`src/rtl/precise_trap_controller_pkg.sv`:
```
// trap_pkg: shared state encoding, cause codes and ROB age helper for the trap controller.
package trap_pkg;
  typedef enum logic [1:0] {IDLE, PENDING, FLUSH, REDIRECT} state_t;
  localparam int unsigned CAUSE_ILLEGAL       = 2;
  localparam int unsigned CAUSE_BREAKPOINT    = 3;
  localparam int unsigned CAUSE_LOAD_MISALIGN = 4;
  localparam int unsigned CAUSE_ECALL         = 11;
  function automatic logic [15:0] rob_age(logic [15:0] idx, logic [15:0] head, logic [15:0] mask);
    return (idx - head) & mask;
  endfunction
endpackage

```
`src/rtl/trap_vector_gen.sv`:
```
// trap_vector_gen: direct or vectored trap target from cause and base.
module trap_vector_gen #(
  parameter int PC_W    = 32,
  parameter int CAUSE_W = 4
) (
  input  logic [CAUSE_W-1:0] cause,
  input  logic [PC_W-1:0]    base,
  input  logic               mode,
  output logic [PC_W-1:0]    target
);
  assign target = mode ? base + (PC_W'(cause) << 2) : base;
endmodule

```
`src/rtl/precise_trap_controller.sv`:
```
// precise_trap_controller: oldest-exception tracking, retire gating, flush sequencing and trap/mret redirect.
module precise_trap_controller
  import trap_pkg::*;
#(
  parameter int              ROB_DEPTH = 16,
  parameter int              PC_W      = 32,
  parameter int              CAUSE_W   = 4,
  parameter int              FLUSH_CYC = 2,
  parameter logic [PC_W-1:0] TVEC_BASE = 32'h0000_0100,
  parameter bit              VECTORED  = 1'b0,
  localparam int             IDX_W     = $clog2(ROB_DEPTH)
) (
  input  logic               clk,
  input  logic               reset,
  input  logic               exc_valid,
  input  logic [IDX_W-1:0]   exc_rob_idx,
  input  logic [CAUSE_W-1:0] exc_cause,
  input  logic [PC_W-1:0]    exc_pc,
  input  logic [IDX_W-1:0]   rob_head,
  input  logic               commit_valid,
  input  logic               mret,
  output logic               retire_en,
  output logic               flush,
  output logic               redirect_valid,
  output logic [PC_W-1:0]    redirect_pc,
  output logic [PC_W-1:0]    mepc,
  output logic [CAUSE_W-1:0] mcause,
  output logic               busy
);
  localparam int CNT_W = $clog2(FLUSH_CYC + 1);
  localparam logic [15:0] AGE_MASK = 16'(ROB_DEPTH - 1);
  state_t state, state_n;
  logic [IDX_W-1:0] pend_idx;
  logic [CAUSE_W-1:0] pend_cause;
  logic [PC_W-1:0] pend_pc, vec_pc;
  logic [CNT_W-1:0] cnt;
  logic is_mret, take, older, head_hit;
  trap_vector_gen #(.PC_W(PC_W), .CAUSE_W(CAUSE_W)) u_vec (
    .cause(mcause), .base(TVEC_BASE), .mode(VECTORED), .target(vec_pc)
  );
  assign head_hit = commit_valid & (rob_head == pend_idx);
  assign older = (rob_age(16'(exc_rob_idx), 16'(rob_head), AGE_MASK) <
                  rob_age(16'(pend_idx), 16'(rob_head), AGE_MASK)) |
                 ((exc_rob_idx == pend_idx) & (exc_cause < pend_cause));
  // An exception reported against the head blocks its retirement before it is even latched.
  assign retire_en = reset & commit_valid & (state == IDLE | state == PENDING) &
                     ~(state == PENDING & rob_head == pend_idx) &
                     ~(exc_valid & exc_rob_idx == rob_head);
  always_comb begin
    state_n = state;
    take    = 1'b0;
    case (state)
      IDLE: begin
        take    = exc_valid;
        state_n = exc_valid ? PENDING : mret ? FLUSH : IDLE;
      end
      PENDING: begin
        take    = exc_valid & older;
        state_n = head_hit ? FLUSH : PENDING;
      end
      FLUSH:    state_n = (cnt == CNT_W'(FLUSH_CYC - 1)) ? REDIRECT : FLUSH;
      REDIRECT: state_n = IDLE;
      default:  state_n = IDLE;
    endcase
  end
  always_ff @(posedge clk or negedge reset) begin
    if (!reset) begin
      state          <= IDLE;
      pend_idx       <= '0;
      pend_cause     <= '0;
      pend_pc        <= '0;
      cnt            <= '0;
      is_mret        <= 1'b0;
      mepc           <= '0;
      mcause         <= '0;
      flush          <= 1'b0;
      redirect_valid <= 1'b0;
      redirect_pc    <= '0;
      busy           <= 1'b0;
    end else begin
      state <= state_n;
      if (take) begin
        pend_idx   <= exc_rob_idx;
        pend_cause <= exc_cause;
        pend_pc    <= exc_pc;
      end
      if (state == PENDING && state_n == FLUSH) begin
        mepc    <= pend_pc;
        mcause  <= pend_cause;
        is_mret <= 1'b0;
      end
      if (state == IDLE && state_n == FLUSH) is_mret <= 1'b1;
      cnt            <= (state == FLUSH) ? cnt + 1'b1 : '0;
      flush          <= state_n == FLUSH;
      redirect_valid <= state_n == REDIRECT;
      redirect_pc    <= (state_n == REDIRECT) ? (is_mret ? mepc : vec_pc) : '0;
      busy           <= state_n != IDLE;
    end
  end
endmodule
```
`config.mk`:
```
export PLATFORM = sky130hd
export DESIGN_NAME = precise_trap_controller
export DESIGN_NICKNAME = d
export VERILOG_FILES = /design/src/rtl/precise_trap_controller_pkg.sv /design/src/rtl/trap_vector_gen.sv /design/src/rtl/precise_trap_controller.sv
export SDC_FILE = /design/constraint.sdc
export NUM_CORES = 1
export LEC_CHECK = 0
export CAP_MARGIN = 30
export CORE_MARGIN = 3
export CORE_UTILIZATION = 25
export CTS_BUF_LIST = sky130_fd_sc_hd__clkbuf_8
export DETAILED_ROUTE_END_ITERATION = 10
export GPL_TIMING_DRIVEN = 0
export PLACE_DENSITY = 0.5
export SYNTH_ARGS = -nofsm -noshare
export SYNTH_HDL_FRONTEND = slang
export SYNTH_SLANG_ARGS = --single-unit
```
`constraint.sdc`:
```
create_clock -name clk -period 4.05 [get_ports clk]
set_clock_uncertainty 0.1 [all_clocks]
set_input_delay 0.81 -clock clk [delete_from_list [all_inputs] [get_ports clk]]
set_output_delay 0.81 -clock clk [all_outputs]
set_load 0.1 [all_outputs]
```
==> run metrics <==
run status complete, no violations; Max Freq 264.0 MHz; setup repair after global routing missed its margin false; register bit count reported by yosys approximately 120; largest net degree at the start of global routing 80; total gr overflow 0; Worst Path Arrival roughly 2.9 ns; kind of end point of the critical path output port; width of the chip around 140 microns; layout overhead on the synthesized area 40.22%; number of max-capacitance violations reported 0; post-route setup TNS 0 ns; leading register cell type out of synthesis dfrtp_1; global routing usage summed across all routing layers 0.1130; Global Route met2 Usage 0.1800; share of the cycle needed by the critical path after routing 0.9352; met3 track demand over resource in global routing 0.04421; final design utilization 0.3622; fraction of synthesis flops using an asynchronous set or reset pin 1.000; violation count after the first detailed-route iteration 77; leak pwr roughly 3.0 nW; min Tclk post-route about 3.8 ns; Synth Instances approximately 330; Place WS -0.3392 ns; placer congestion estimate 0.7486; maximum VDD drop ~450 uV; area of the mapped netlist 4703 sq um; busiest layer in global routing met2; Core Region 18210 sq um; slew at the pin closest to its max-slew limit 1.022 ns; worst relative slew slack 0.3166; cell type contributing the most total cell area after synthesis dfrtp_1; cell types occupying the most area after synthesis dfrtp_1 62%, mux2_2 15%, and2_1 4.3%, ha_1 3.5%, mux2_4 2.9%; kind of start point of the critical path primary input; count of input and output buffers 120; Clock Tree Root clkbuf_8; Post-synth EDFFs 0; max-slew violation total from the final report 0; DRC violations left 0; Final #Nets between 500 and 600; Yosys warnings 0; area enclosed by the die boundary around 20000 sq um; clk buf depth 2; overall via count from detail_route between 2000 and 3000; clock slew seen by the registers of the worst setup and hold paths ~0.07 ns; die span in y ~140 microns; detailed placer's ending HPWL between 7000 and 8000 microns; area fraction of the dominant cell type after synthesis 0.6172; initial antenna violation count 0; met1 usage in global routing 0.1396; CTS tree done; worst min-delay path class primary input to asynchronous set/reset pin; clock net sink count between 100 and 150; CP required 3.14 ns; number of cell rows 49; CTS H-tree lvls 4; number of cells on the worst reg-to-reg path 11; count of endpoints failing setup in the final report 0; starting density of the core 0.2583; number of top-level pins 121; fill cell instance count of the final layout 1774; wire length of the first global-routing pass 17450 microns; worst setup path category primary input to output port; via count normalized by instance count 4.149; number of buffers created by CTS 17; number of global-route vias before repair 3280; Setup WS post-layout around 0.26 ns; fraction of final layout cells sized beyond drive strength 1 0.2531; clock insertion delay at the later pin of the skew report about 0.44 ns; remaining antenna violation count 0; final number of hold-violating endpoints 0; detailed-router iteration count before antenna repair 4; peak fanout along the critical path 3; syn avg cell area 14.47 sq um; Total Routed Length 10740 microns; distinct cell type count of the synthesized netlist 37; sequential-to-total area share from yosys stat 0.6172; Post-Synthesis Net Count about 390; Total Power ~5.7 mW; detail-routed net length per standard cell around 15 microns; diodes inserted 0; Power Density 859.3 nW/um^2
-- synthesized netlist by cell type, types with 2 or more instances --
cell and n:
and2_1 32, inv_1 17, a21o_1 2, mux2_2 63
o21ai_0 6, buf_2 7, ha_1 13, xor2_1 3
nor2_1 8, nand4_1 3, fa_1 2, mux2_4 9
xnor2_1 7, a21oi_1 6, dfrtp_1 116, buf_6 2
nand2_1 6, clkbuf_1 4
-- cells by family (layout without fill, tap and decap cells) --
group / after synthesis / in the layout / synth area share
muxes: 73 / 73 / 0.1817
adders and majority gates: 15 / 15 / 0.04310
DFF: 116 / 116 / 0.6172
and+or+nand+nor: 57 / 57 / 0.06997
AOI/OAI and AO/OA: 23 / 23 / 0.03937
buffers and inverters: 31 / 184 / 0.03006
xor gates and xnor gates: 10 / 10 / 0.01862
-- layout by cell type, fill, tap and decap left out, types with 2 or more instances in the layout --
cell	netlist	routed
clkdlybuf4s50_1	0	118
dfrtp_1	116	116
mux2_2	63	63
and2_1	32	32
inv_1	17	20
clkbuf_8	0	19
ha_1	13	13
mux2_4	9	9
nor2_1	8	8
buf_2	7	7
clkinv_2	1	7
xnor2_1	7	7
a21oi_1	6	6
nand2_1	6	6
o21ai_0	6	6
clkbuf_1	4	4
xor2_1	3	3
nand4_1	3	3
buf_6	2	3
clkinvlp_4	0	3
a21o_1	2	2
a2111oi_4	1	2
fa_1	2	2
-- registers in the layout, summed over array words and instances, names as in the netlist --
register / cells
mepc: 32
is_mret: 1
redirect_valid: 1
state: 2
cnt: 2
busy: 1
mcause: 4
redirect_pc: 32
pend_idx: 4
flush: 1
pend_cause: 4
pend_pc: 32
-- final timing paths --
kind,startpoint,endpoint,slack [ns]
min,reset,redirect_pc[28]$_DFF_PN0_,0.18
max,rob_head[1],retire_en,0.26
min reg2reg,cnt[0]$_DFF_PN0_,cnt[0]$_DFF_PN0_,0.34
max in group asynchronous,reset,redirect_valid$_DFF_PN0_,2.94
min in group clk,cnt[0]$_DFF_PN0_,cnt[0]$_DFF_PN0_,0.34
max reg2reg,pend_idx[1]$_DFFE_PN0P_,pend_pc[26]$_DFFE_PN0P_,0.88
-- per-layer routing --
layer	part of all wire	routed length (microns)
met5	0	0
met4	0.014	146
met3	0.058	623
met2	0.48	5175
met1	0.45	4794
-- worst max-delay path: stages --
cell	delay [ns]
clkdlybuf4s50_1	0.50
inv_1	0.10
ha_1	0.32
nand3_1	0.11
nor2_1	0.08
a2111oi_4	0.34
clkdlybuf4s15_2	0.60
-- area by class of cell --
class / count / area [sq um] / share of cell area
sequential: 116 / 2903 / 0.4401
multi-input combinational: 178 / 1678 / 0.2544
timing repair buffer: 121 / 1231 / 0.1867
tap: 229 / 286.5 / 0.04345
clock buffer: 19 / 261.5 / 0.03965
clock inverter: 13 / 93.84 / 0.01423
buffer: 13 / 72.57 / 0.01100
inverter: 18 / 68.82 / 0.01043
-- power breakdown --
group	leakage (nW)	total, mW	switching, mW	internal [mW]
Clock	0.191	0.965	0.463	0.502
Sequential	1.48	1.80	0.237	1.56
Combinational	1.30	2.90	1.90	1.00
Total	2.97	5.67	2.60	3.07
-- through the flow --
| step | hold slack, ns | instance area, sq um | instances |
|---|---|---|---|
| after floorplan | 0.3090 | 4722 | 325 |
| after global placement | 0.3193 | 6210 | 674 |
| after detailed placement | 0.3318 | 6238 | 675 |
| after CTS | 0.1493 | 6595 | 707 |
| after global routing | 0.1565 | 6595 | 707 |
| final | 0.1785 | 6595 | 707 |
-- timing repair --
item	CTS	global route
gates resized for setup	3	0
endpoints found under the setup margin	1	0
buffers inserted	0	0
hold buffers	0	0
Power figures use the tool's default switching activity.
